===== config.mk =====
export PLATFORM = sky130hd
export DESIGN_NAME = jk_bcd_counter
export DESIGN_NICKNAME = d
export VERILOG_FILES = /design/src/rtl/jk_bcd_counter.sv
export SDC_FILE = /design/constraint.sdc
export NUM_CORES = 1
export LEC_CHECK = 0
export CORE_MARGIN = 5
export CORE_UTILIZATION = 25
export CTS_CLUSTER_DIAMETER = 40
export DETAILED_ROUTE_END_ITERATION = 7
export GPL_TIMING_DRIVEN = 0
export HOLD_SLACK_MARGIN = 0.05
export SLEW_MARGIN = 25
export SYNTH_ARGS = -nofsm -noshare
export SYNTH_HDL_FRONTEND = slang
export SYNTH_SLANG_ARGS = --single-unit

===== constraint.sdc =====
create_clock -name clk -period 2.2 [get_ports clk]
set_input_delay 0.44 -clock clk [delete_from_list [all_inputs] [get_ports clk]]
set_output_delay 0.44 -clock clk [all_outputs]
set_load 0.05 [all_outputs]

===== src/rtl/jk_bcd_counter.sv =====
`default_nettype none
// ============================================================================
// Module   : jk_bcd_counter
// Brief    : Up/down modulo-N counter built from master-slave JK cells, with
//            parallel load, load clamping and terminal-count ripple output.
// Revision : 1.0 - initial release
// ============================================================================
module jk_bcd_counter #(
    parameter int WIDTH   = 4,
    parameter int MODULUS = 10
) (
    input  logic             clk,
    input  logic             rst,
    input  logic             en,
    input  logic             up,
    input  logic             load,
    input  logic [WIDTH-1:0] din,
    output logic [WIDTH-1:0] qm,
    output logic [WIDTH-1:0] qs,
    output logic             tc
);

    localparam logic [WIDTH-1:0] c_LAST = WIDTH'(MODULUS - 1);
    localparam logic [WIDTH:0]   c_MOD  = (WIDTH + 1)'(MODULUS);

    logic [WIDTH-1:0] r_qm;
    logic [WIDTH-1:0] r_qs;
    logic [WIDTH-1:0] w_j;
    logic [WIDTH-1:0] w_k;
    logic [WIDTH-1:0] w_qm_next;
    logic [WIDTH-1:0] w_load_val;
    logic [WIDTH-1:0] w_inc;
    logic [WIDTH-1:0] w_dec;
    logic [WIDTH-1:0] w_dn_target;
    logic [WIDTH-1:0] w_up_diff;
    logic [WIDTH-1:0] w_dn_diff;
    logic             w_at_last;
    logic             w_at_zero;
    logic             w_out_of_range;

    assign w_at_last      = (r_qs == c_LAST);
    assign w_at_zero      = (r_qs == '0);
    assign w_out_of_range = (r_qs > c_LAST);

    // Out-of-range load values saturate at the top of the count range.
    assign w_load_val  = ({1'b0, din} >= c_MOD) ? c_LAST : din;
    assign w_inc       = r_qs + WIDTH'(1);
    assign w_dec       = r_qs - WIDTH'(1);
    assign w_dn_target = (w_at_zero || w_out_of_range) ? c_LAST : w_dec;
    assign w_up_diff   = r_qs ^ w_inc;
    assign w_dn_diff   = r_qs ^ w_dn_target;

    always_comb begin
        w_j = '0;
        w_k = '0;
        if (load) begin
            w_j = w_load_val;
            w_k = ~w_load_val;
        end else if (en) begin
            if (up) begin
                if (w_at_last || w_out_of_range) begin
                    // Wrap (or recovery) to zero: clear every bit that is set.
                    w_j = '0;
                    w_k = r_qs;
                end else begin
                    w_j = w_up_diff;
                    w_k = w_up_diff;
                end
            end else begin
                w_j = w_dn_diff;
                w_k = w_dn_diff;
            end
        end
    end

    generate
        for (genvar gi = 0; gi < WIDTH; gi++) begin : g_jk_cell
            assign w_qm_next[gi] = (w_j[gi] & ~r_qs[gi]) | (~w_k[gi] & r_qs[gi]);
        end
    endgenerate

    always_ff @(posedge clk or posedge rst) begin
        if (rst) begin
            r_qm <= '0;
        end else begin
            r_qm <= w_qm_next;
        end
    end

    // Slave stage transfers on the falling edge; reset clears both stages.
    always_ff @(negedge clk or posedge rst) begin
        if (rst) begin
            r_qs <= '0;
        end else begin
            r_qs <= r_qm;
        end
    end

    assign qm = r_qm;
    assign qs = r_qs;
    assign tc = en & ~load & ((up & w_at_last) | (~up & w_at_zero));

endmodule
`default_nettype wire


* After elaboration in Yosys (flattened, before gate mapping) *
Index checks and enable logic that the tools add are counted.

cells by class
  reductions and logical operators = 3
  $add $sub $neg = 2
  muxes and demuxes = 10
  bitwise operators = 30
  equal/unequal tests = 1
  order comparisons = 2

operators with widths
  operator                                                            number
  4-bit 2-to-1 mux                                                    10
  1-bit AND                                                           12
  1-bit NOT                                                           10
  4-bit XOR                                                           2
  1-bit OR                                                            5
  4-bit by 1-bit adder with 4-bit output, second input constant       1
  4-bit equality test, second input constant                          1
  4-bit >= comparator, second input constant                          1
  4-bit > comparator, second input constant                           1
  4-bit logical NOT                                                   1
  4-bit NOT                                                           1
  4-bit by 1-bit subtractor with 4-bit output, second input constant  1
  1-bit logical OR                                                    2

word-level totals
  word-level logic and storage cells = 50
  register bits after elaboration = 8

* Logic depth before layout (Yosys ltp) *
Gate-level depths: netlist of run 1.

  depth after elaboration = 10
  mapped depth = 6

==> results.cfg, run 1 <==
[routing]
drt_pre_antenna_iters = 4
ant_nets = 0
routed_wl_um = 1716
dr_total_vias = 656
drt_iter0_markers = 25
routed_via_density = 5.046
wl_per_cell_um = 13.20
drc = 0

[synthesis]
synth-seq-area-share_pct = 31.81
synthDistinctLibCells = 32
synth_top_cell_by_area = dfrtn_1
syn_avg_cell_area_um2 = 9.393
syn_nets = 79
synth_edf_count = 0
ys_top_cells_by_area = dfrtn_1 (16%), dfrtp_1 (16%), clkbuf_8 (6.6%), ha_1 (6.0%), o21ai_0 (4.0%)
netlist_area_um2 = 629.4
syn_inst = 67
synthFlopType = dfrtp_1
yosysWarnings = 0
yosysTopAreaCellShare_pct = 15.90
synth_seq_cells = 8
async_flop_share_pct = 100.0

[power]
p_leak_nw = 0.4446
design_power_total_mw = 0.7110
powerDensity_nw_per_um2 = 678.9
vdd.ir_drop.worst_mv = 0.4846

[cts]
clk_path_buf_depth = 2
cts_tree = built
insertion_delay_ns = 0.26
cts_buffers = 3
htreeDepth = 1
hold_buffers = 0
cts.sinks = 8
root_buffer = clkbuf_4
path_clk_slew_ns = 0.05

[floorplanning]
num_rows = 18
dieHeight_um = 60.18
dieArea_um2 = 3621
initial_utilization_pct = 25.87
core_area_um2 = 2432
die-width_um = 60.18
ios = 18

[global_route]
gr-usage-all-layers_pct = 10.68
use_met1_pct = 13.03
grt_pass1_vias = 651
top_usage_layer = met2
grt_use_met3_pct = 2.376
grt_pass1_wl_um = 2973
grt.overflow.total = 0
grt_max_degree = 11
met2_usage_pct = 18.98
antenna_found_initial = 0

[worst_setup_path]
crit_family = flip-flops
critPathCaptureType = primary output
crit_chain = ha_4 -> nand2_4 -> o2bb2a_4 -> nor3_4 -> buf_6
crit_buf_inv = 1
setup.worst_path.start_class = register
crit_fanout = 4
cp.arrival_ns = 2.59
slowest_stage = dfrtn_1
cp_data_required_time_ns = 1.76
path_class = reg2out
slowest_delay_ns = 0.51

[finish]
fillers = 243
final_common_cell = clkdlybuf4s50_1
layout.cells.non_filler = 130
nets = 114
area_growth_pct = 66.40
most-common-layout-cells = clkdlybuf4s50_1 (12), buf_6 (8), buf_4 (8)
antenna_cells = 0
drive_gt1_share_pct = 36.00
final_area_um2 = 1047

[run]
maxCapViolCount = 0

[sta]
slew_viol_final = 0
maxSlewHeadroom_pct = 67.04
worst_pin_slew_ns = 0.4929
fin_tns_setup_ns = -4.999
setup_viol = 9
finalWorstSetupSlack_ns = -0.8305
final-hold-violation-count = 0
fin_skew_ns = 0.01535
rsz0062_at_grt = yes

[place]
place_area_um2 = 885.9
dp.cells = 114
portBuffers = 17
gp_congestion = 0.7929
dp_hpwl_um = 1189

[run_status]
status = complete, but fails checks
failed_checks = negative setup slack

[min_path]
min_path_type = in2async
## where the power goes
part           leakage [nW]  switching, mW  internal, mW
clock                0.0138         0.0456        0.0621
combinational         0.333          0.217         0.197
sequential           0.0979         0.0180         0.171
## timing repair
action	in CTS	in global routing
pin swaps	5	3
resized for setup	43	1
buffers inserted	13	0
endpoints found under the setup margin	9	9
## final timing paths
| kind | startpoint | slack, ns | endpoint | cells after the start |
|---|---|---|---|---|
| setup / recovery | qs[0] | -0.83 | tc | 5 |
| hold / removal | rst | 0.44 | qm[3] | 2 |
| setup reg to reg | qs[1] | -0.76 | qm[3] | 7 |
| hold reg to reg | qm[1] | 1.35 | qs[1] | 0 |
| max in group asynchronous | rst | 0.51 | qs[1] | 2 |
| min in group clk | din[0] | 0.82 | qm[0] | 3 |
## layer usage
metal	up-vias	wire length (µm)
li1	316	-
met1	311	738
met2	27	861
met3	2	102
met4	0	12
met5	-	0
## cell type report
cell class | count | area [µm²] | share of cell area (%)
Timing Repair Buffer | 30 | 304.0 | 29.03
Sequential cell | 8 | 200.2 | 19.12
Inverter | 6 | 22.52 | 2.151
Buffer | 4 | 52.55 | 5.018
Tap cell | 30 | 37.54 | 3.584
Multi-Input combinational cell | 49 | 407.9 | 38.95
Clock buffer | 3 | 22.52 | 2.151
## sequential cells by signal, summed over array words and instances, names as in the netlist
signal,flops
qm,4
qs,4
## worst register-to-register path: stages, from the launching register on
cell	delay, ns
dfrtn_1	0.46
inv_2	0.09
ha_4	0.18
buf_4	0.14
or4b_1	0.46
o311a_1	0.15
a32oi_1	0.19
o21ai_1	0.08
## cells by family after synthesis
family,share of synthesized area [%]
adder cells (fa/ha/maj),5.965
AO/OA/AOI/OAI,27.63
buffers and inverters,11.93
flip-flops,31.81
AND/OR/NAND/NOR,22.66
## synth_stat cells, types with 3 or more instances
master	number
inv_1	6
nor2_1	5
o21ai_0	5
dfrtn_1	4
dfrtp_1	4
clkbuf_8	3
ha_1	3
nand2_1	3
nand2b_1	3
nand3b_1	3
nor3_1	3
## metrics by stage
step	setup slack (ns)	utilization, %	hold WS (ns)
6_report	-0.8305	43.06	0.4413
3_5_place_dp	-1.412	36.42	0.7087
5_1_grt	-0.9015	43.06	0.4956
3_3_place_gp	-1.406	36.42	0.6870
2_1_floorplan	-1.132	-	0.2556
4_1_cts	-0.8467	42.90	0.4411
(Power assumes the default switching activity.)
==> run 2: changes to the inputs <==
--- a/config.mk
+++ b/config.mk
@@ -8,3 +8,3 @@
 export CORE_MARGIN = 5
-export CORE_UTILIZATION = 25
+export CORE_UTILIZATION = 45
 export CTS_CLUSTER_DIAMETER = 40
@@ -13,2 +13,3 @@
 export HOLD_SLACK_MARGIN = 0.05
+export PLACE_DENSITY = 0.76
 export SLEW_MARGIN = 25
==> constraint.sdc (replaced) <==
create_clock -name clk -period 2.2 [get_ports clk]
set_input_delay 0.22 -clock clk [delete_from_list [all_inputs] [get_ports clk]]
set_output_delay 0.22 -clock clk [all_outputs]
set_load 0.05 [all_outputs]
==> run 2 against run 1 <==
Compared with the run above: the run still ends with negative setup slack left; setup slack improved by 0.018 ns; core utilization up 33 points; final cell count shrank 13%; sequential share of layout area grew 0.76 points; sequential power barely moved; non-clock buffer count shrank 2; highest routed layer unchanged; register-to-register slack got worse by 0.05 ns.
==> results.cfg, run 2 (synthesis gave the netlist of run 1 again) <==
[floorplanning]
dieHeight_um = 47.40
ios = 18
initial_utilization_pct = 47.77
core_area_um2 = 1318
dieArea_um2 = 2246
die-width_um = 47.40
num_rows = 13

[sta]
fin_skew_ns = 0.01423
slew_viol_final = 0
finalWorstSetupSlack_ns = -0.8128
final-hold-violation-count = 0
maxSlewHeadroom_pct = 65.37
rsz0062_at_grt = yes
hold_ws_ns = 0.2060
setup_viol = 7
worst_pin_slew_ns = 0.5178

[global_route]
grt_pass1_vias = 632
antenna_found_initial = 0
gr-usage-all-layers_pct = 16.91
grt.overflow.total = 0
grt_max_degree = 11
grt_pass1_wl_um = 2622

[cts]
path_clk_slew_ns = 0.06
clk_path_buf_depth = 2
cts.sinks = 8
cts_tree = built
root_buffer = clkbuf_4
cts_buffers = 3
htreeDepth = 1
insertion_delay_ns = 0.26

[worst_setup_path]
path_class = reg2reg
cp_data_required_time_ns = 2.33
cp.arrival_ns = 3.14
critPathCaptureType = register
crit_start = qs[0]
r2r-start = qs[0]
setup.worst_path.start_class = register
crit_fanout = 4

[power]
switching_share_pct = 40.53
internal_power_mw = 0.4164
p_sw_mw = 0.2838
powerDensity_nw_per_um2 = 695.1
pwr-share-clk_pct = 15.8
vdd.ir_drop.worst_mv = 0.6424
combPwrFrac_pct = 57.1
p_seq_share_pct = 27.1
design_power_total_mw = 0.7002
p_leak_nw = 0.4281

[run]
maxCapViolCount = 0

[finish]
final_area_um2 = 1007
final_common_cell = clkdlybuf4s50_1
nets = 112
drive_gt1_share_pct = 37.76
fin_util_pct = 76.45
antenna_cells = 0
area_growth_pct = 60.04
fillers = 99
most-common-layout-cells = clkdlybuf4s50_1 (12), buf_6 (8), buf_4 (8)

[run_status]
status = complete, but fails checks
failed_checks = negative setup slack

[routing]
drt_iter0_markers = 7
drt_pre_antenna_iters = 4
dr_total_vias = 642
routed_wl_um = 1675
drc = 0
wl_per_cell_um = 14.82
routed_via_density = 5.681
ant_nets = 0

[place]
place_area_um2 = 867.1
portBuffers = 17
dp_slack_ns = -1.203
dp_hpwl_um = 1145
gp_congestion = 0.7852

[min_path]
min_path_type = in2async
## run 2: worst max-delay path, stage by stage, from the launching register on
cell	delay, ns
dfrtn_1	0.48
buf_6	0.13
inv_4	0.03
ha_4	0.16
or4b_1	0.52
o311a_1	0.16
a32oi_1	0.22
o21ai_1	0.09
## run 2: power by group through the flow
stage | registers (mW) | logic, mW | clock network [mW]
floorplan | 0.272 | 0.151 | 0
global placement | 0.197 | 0.320 | 0
detailed placement | 0.198 | 0.322 | 0
CTS | 0.190 | 0.386 | 0.115
global route | 0.192 | 0.422 | 0.126
finish | 0.189 | 0.400 | 0.111
## run 2: metrics by stage
step / setup TNS [ns] / cells
after global routing: -4.322 / 113
after detailed placement: -5.648 / 99
after CTS: -3.888 / 111
after global placement: -5.651 / 99
final: -3.842 / 113
after floorplan: -4.392 / 67
## run 2: repair_timing
action | 4_1_cts | 5_1_grt
setup endpoints to repair | 9 | 9
hold buffers | 0 | 0
pin swaps | 1 | 2
buffers inserted | 9 | 2
cloned | 0 | 0
endpoints found under the hold margin | 0 | 0
gates resized for setup | 43 | 1
## run 2: final timing paths
kind                          to  slack, ns  cells past startpoint
setup / recovery           qm[3]      -0.81                      7
hold / removal             qm[2]       0.21                      2
setup reg to reg           qm[3]      -0.81                      7
hold reg to reg            qs[3]       1.35                      0
max in group asynchronous  qs[1]       0.75                      2
min in group clk           qm[0]       0.62                      3
## run 2: final cells by class
cell class / instances / area (µm²) / share of cell area, %
Timing Repair Buffer: 28 / 274.0 / 27.20
Sequential cell: 8 / 200.2 / 19.88
Clock buffer: 3 / 22.52 / 2.236
Buffer: 4 / 52.55 / 5.217
Inverter: 6 / 25.02 / 2.484
Multi-Input combinational cell: 49 / 414.1 / 41.12
Tap cell: 15 / 18.77 / 1.863
## run 2: routing by layer
layer	part of all wire (%)	vias to the layer above	global-route usage [%]
met5	0	-	0
met4	3.0	0	9.945
met3	7.5	6	5.364
met2	46	28	27.81
met1	43	294	18.94
li1	-	314	-
==> patch 1 (flow settings as in run 1) <==
Set the parameter `WIDTH` to 6 (it was 4).
--- a/src/rtl/jk_bcd_counter.sv
+++ b/src/rtl/jk_bcd_counter.sv
@@ -6,7 +6,7 @@
 // Revision : 1.0 - initial release
 // ============================================================================
 module jk_bcd_counter #(
-    parameter int WIDTH   = 4,
+    parameter int WIDTH   = 6,
     parameter int MODULUS = 10
 ) (
     input  logic             clk,
Interface: changed (resized din, qm and qs); port bits go from 18 to 24. The function was not compared with the original's and may differ.
==> patch 1 against run 1 <==
- the run still ends with negative setup slack left
- area after synthesis rose by 17%
- die area rose by 14%
- wire length rose by 30%
- non-clock buffer count rose by 6
- sequential cell count rose by 4
- design area rose by 17%
- power rose by 4.2%
- final cell count rose by 12%
- utilization rose by 0.66 points
- worst setup slack got worse by 0.094 ns
==> patch 1: results (changes against run 1) <==
.. list-table::
   :header-rows: 1

   * - Metric
     - Value
   * - Library cells used by synthesis
     - 34 (+6.3%)
   * - Count of endpoints failing setup in the final report
     - 12 (+3)
   * - Start of the worst register-to-register path
     - qs[0]
   * - End of the worst register-to-register path
     - qm[1]
   * - Sw Pwr
     - 274 uW (-2.5%)
   * - Top cells by count, synth
     - 6 x sky130_fd_sc_hd__dfrtn_1, 6 x sky130_fd_sc_hd__dfrtp_1
   * - Clock tree skew after final layout
     - 0.00950 ns (-0.00585 ns)
   * - HPWL after DPL
     - 1.56 mm (+32%)
   * - Ratio of cells with drive above 1 in the final layout
     - 36.5% (+0.52 points)
   * - Slew at the pin closest to its max-slew limit
     - 0.827 ns (+0.335 ns)
   * - Synthesized-area fraction occupied by ao, oa, aoi and oai cells
     - 24.7% (-2.9 points)
   * - Overall routing resource usage
     - 11.2% (+0.52 points)
   * - Clock transition at the registers of the reported paths
     - 0.07 ns (+0.02 ns)
   * - Violated checks
     - negative setup slack
   * - NumNets Final
     - 131 (+15%)
   * - Final Routed Wirelength
     - 2.23 mm (+30%)
   * - Num Clock Sinks
     - 12 (+4)
   * - Drt first-iter violations
     - 31 (+24%)
   * - Post-route worst setup slack
     - -0.924 ns (-0.0939 ns)
   * - Max stage delay on crit path
     - 0.39 ns (-0.12 ns)
   * - Leading cell types by total area after synthesis
     - sky130_fd_sc_hd__dfrtn_1 20%, sky130_fd_sc_hd__dfrtp_1 20%, sky130_fd_sc_hd__ha_1 5.1%, sky130_fd_sc_hd__nor3b_1 4.1%, sky130_fd_sc_hd__nand2b_1 3.4%
   * - Result of the run
     - finished with violations
   * - Port-buffer cells
     - 21 (+4)
   * - Logic depth of the worst register-to-register path
     - 10 (+3)
   * - Pin count of the biggest net entering global routing
     - 13 (+2)
   * - Wire length of the first global-routing pass
     - 3.61 mm (+21%)
   * - Critical-path maximum fanout
     - 3 (-1)
   * - Sequential area share after synthesis
     - 40.7% (+8.9 points)
   * - Maximum vdd ir drop
     - 0.354 mV (-27%)
   * - Vias in the first global route
     - 776 (+19%)
   * - Last weighted congestion value of the routability-driven placer
     - 0.832 (+5.0%)
   * - Placed standard-cell area
     - 1000 um^2 (+13%)
-- patch 1: power groups by stage --
| stage | Sequential [uW] | Clock, uW | Combinational, uW |
|---|---|---|---|
| 4_1_cts | 257 | 135 | 319 |
| 2_1_floorplan | 326 | 0 | 117 |
| 6_report | 257 | 129 | 355 |
| 5_1_grt | 258 | 148 | 380 |
| 3_5_place_dp | 269 | 0 | 257 |
| 3_3_place_gp | 268 | 0 | 254 |
-- patch 1: logic make-up after synthesis --
group           Yosys count
compound gates           22
simple gates             31
fa+ha+maj                 3
flops                    12
buf+inv                   8
-- patch 1: timing repair --
action | in CTS | in global routing
pin swaps | 4 | 3
buffers inserted | 10 | 5
resized for setup | 58 | 9
setup endpoints to repair | 12 | 12
-- patch 1: critical path, delay by kind of cell (launching register included) --
kind | cells | cell delay [ns]
buffers and inverters | 2 | 0.29
AND/OR/NAND/NOR | 2 | 0.43
AO/OA/AOI/OAI | 1 | 0.07
adder cells (fa/ha/maj) | 1 | 0.13
flip-flops | 1 | 0.39
-- patch 1: cell type report --
class / instances / area, um^2
Buffer: 4 / 20.0
Tap cell: 31 / 38.8
Clock buffer: 3 / 22.5
Inverter: 4 / 15.0
Fill cell: 270 / 1580
Sequential cell: 12 / 300
Timing Repair Buffer: 36 / 354
Multi-Input combinational cell: 56 / 475
-- patch 1: through the flow --
stage	hold slack (ns)	cells	setup TNS [ns]	setup WS [ns]
finish	0.477	146	-6.52	-0.924
global route	0.521	146	-7.49	-1.02
CTS	0.484	141	-5.69	-0.935
detailed placement	0.774	128	-9.36	-1.49
global placement	0.762	128	-8.99	-1.44
floorplan	0.305	76	-5.71	-1.16
-- patch 1: metal layers --
metal,track usage (%),wire length (um)
met1,14.0,946
met2,18.9,1160
met3,3.15,96
met4,2.90,32
met5,0,0
==> patch 2 (settings of run 1) <==
Without the edit above. Make the reset (`rst`) synchronous in 2 clocked blocks.
--- a/src/rtl/jk_bcd_counter.sv
+++ b/src/rtl/jk_bcd_counter.sv
@@ -79,7 +79,7 @@
         end
     endgenerate
 
-    always_ff @(posedge clk or posedge rst) begin
+    always_ff @(posedge clk) begin
         if (rst) begin
             r_qm <= '0;
         end else begin
@@ -88,7 +88,7 @@
     end
 
     // Slave stage transfers on the falling edge; reset clears both stages.
-    always_ff @(negedge clk or posedge rst) begin
+    always_ff @(negedge clk) begin
         if (rst) begin
             r_qs <= '0;
         end else begin
Check against the original RTL: not checked (the comparison handles one clock edge and no latches or derived clocks); the edit may change what the design does.
==> patch 2 against run 1 <==
- sequential cell count unchanged
- design area decreased by 8.4%
- area after synthesis decreased by 8.2%
- wire length decreased by 1.3%
- worst setup slack improved by 0.047 ns
- via count decreased by 2.6%
- clock skew increased by 0.050 ns
- largest cell class unchanged
- non-clock buffer count decreased by 6
- the flow still finishes with violations (negative setup slack)
Power is not compared: it rests on default switching activity, and its combinational part moved more than twofold at a synthesized area within 25%.
==> patch 2: results (changes against run 1) <==
.. list-table::
   :header-rows: 1

   * - Metric
     - Value
   * - Drt first-iter violations
     - 16 (-36%)
   * - NumNets Final
     - 117 (+2.6%)
   * - Wire length of the first global-routing pass
     - 2.74 mm (-7.9%)
   * - Post-synthesis adder-cell area fraction
     - 8.23% (+2.3 points)
   * - Die Wd
     - 58.1 um (-3.5%)
   * - Result of the run
     - finished with violations
   * - Start of the worst register-to-register path
     - qs[1]
   * - Net count of the mapped netlist
     - 86 (+8.9%)
   * - Class of the tightest hold or removal check
     - in2reg
   * - Sequential area share after synthesis
     - 27.7% (-4.1 points)
   * - Instance count of the mapped netlist
     - 74 (+10%)
   * - Ratio of cells with drive above 1 in the final layout
     - 33.7% (-2.3 points)
   * - Count of endpoints failing setup in the final report
     - 9 (unchanged)
   * - Clock tree skew after final layout
     - 0.0650 ns (+0.0497 ns)
   * - Violated checks
     - negative setup slack
   * - Slew at the pin closest to its max-slew limit
     - 0.498 ns (+0.00528 ns)
   * - Logic depth of the worst register-to-register path
     - 8 (+1)
   * - Post-route worst setup slack
     - -0.783 ns (+0.0474 ns)
   * - Routing usage on met1
     - 12.5% (-0.48 points)
   * - Library cells used by synthesis
     - 31 (-3.1%)
   * - Pwr Total
     - 471 uW
   * - Flop2flop setup slack
     - -0.65 ns (+0.11 ns)
   * - Global routing usage on met2
     - 17.1% (-1.9 points)
   * - DR top layer
     - met3
   * - Post-DR wirelength/cell
     - 12.8 um (-2.8%)
   * - Vias per cell
     - 4.84 (-4.1%)
   * - Post-CTS Repair Setup Buffers
     - 9 (-4)
   * - Max stage delay on crit path
     - 0.34 ns (-0.17 ns)
   * - Via count
     - 639 (-2.6%)
   * - Final TNS setup
     - -3.73 ns (+1.26 ns)
   * - Share of synthesized registers carrying an async set or reset
     - 0% (-100 points)
   * - Synthesized-area fraction occupied by ao, oa, aoi and oai cells
     - 20.8% (-6.9 points)
   * - Placement Setup Slack
     - -1.30 ns (+0.113 ns)
   * - HPWL after DPL
     - 1.18 mm (-0.43%)
   * - Critical-path top delay cell
     - sky130_fd_sc_hd__dfxtp_4
   * - Hold slack final
     - 0.598 ns (+0.157 ns)
   * - Wire length on met1
     - 748 um (+1.4%)
   * - Top cells by count, synth
     - 8 x sky130_fd_sc_hd__dfxtp_1, 8 x sky130_fd_sc_hd__inv_1, 7 x sky130_fd_sc_hd__nor2_1
   * - Later-pin clock latency in the skew report
     - 0.31 ns (+0.05 ns)
   * - CTS-repair resized insts
     - 41 (-4.7%)
patch 2: worst max-delay path: cells and delay by family, from the launching register on:
family | cells | cell delay, ns
buffers and inverters | 2 | 0.39
and+or+nand+nor | 2 | 0.36
DFF | 1 | 0.34
AOI/OAI and AO/OA | 1 | 0.04
patch 2: cell type report:
class                      instances  area, um^2
buffer                             5        30.0
fill                             234        1250
clock inverter                     4        15.0
tap                               28        35.0
multi-input combinational         53         414
clock buffer                       4        26.3
inverter                           7        31.3
sequential                         8         173
timing repair buffer              23         235
patch 2: worst max path at each step:
stage / startpoint / endpoint / slack (ns) / cells past startpoint
floorplan: qs[0] / tc / -0.87 / 4
global placement: qs[1] / tc / -1.29 / 6
detailed placement: qs[1] / tc / -1.30 / 6
CTS: qs[1] / tc / -0.79 / 6
global route: qs[3] / tc / -0.86 / 5
finish: qs[3] / tc / -0.78 / 5
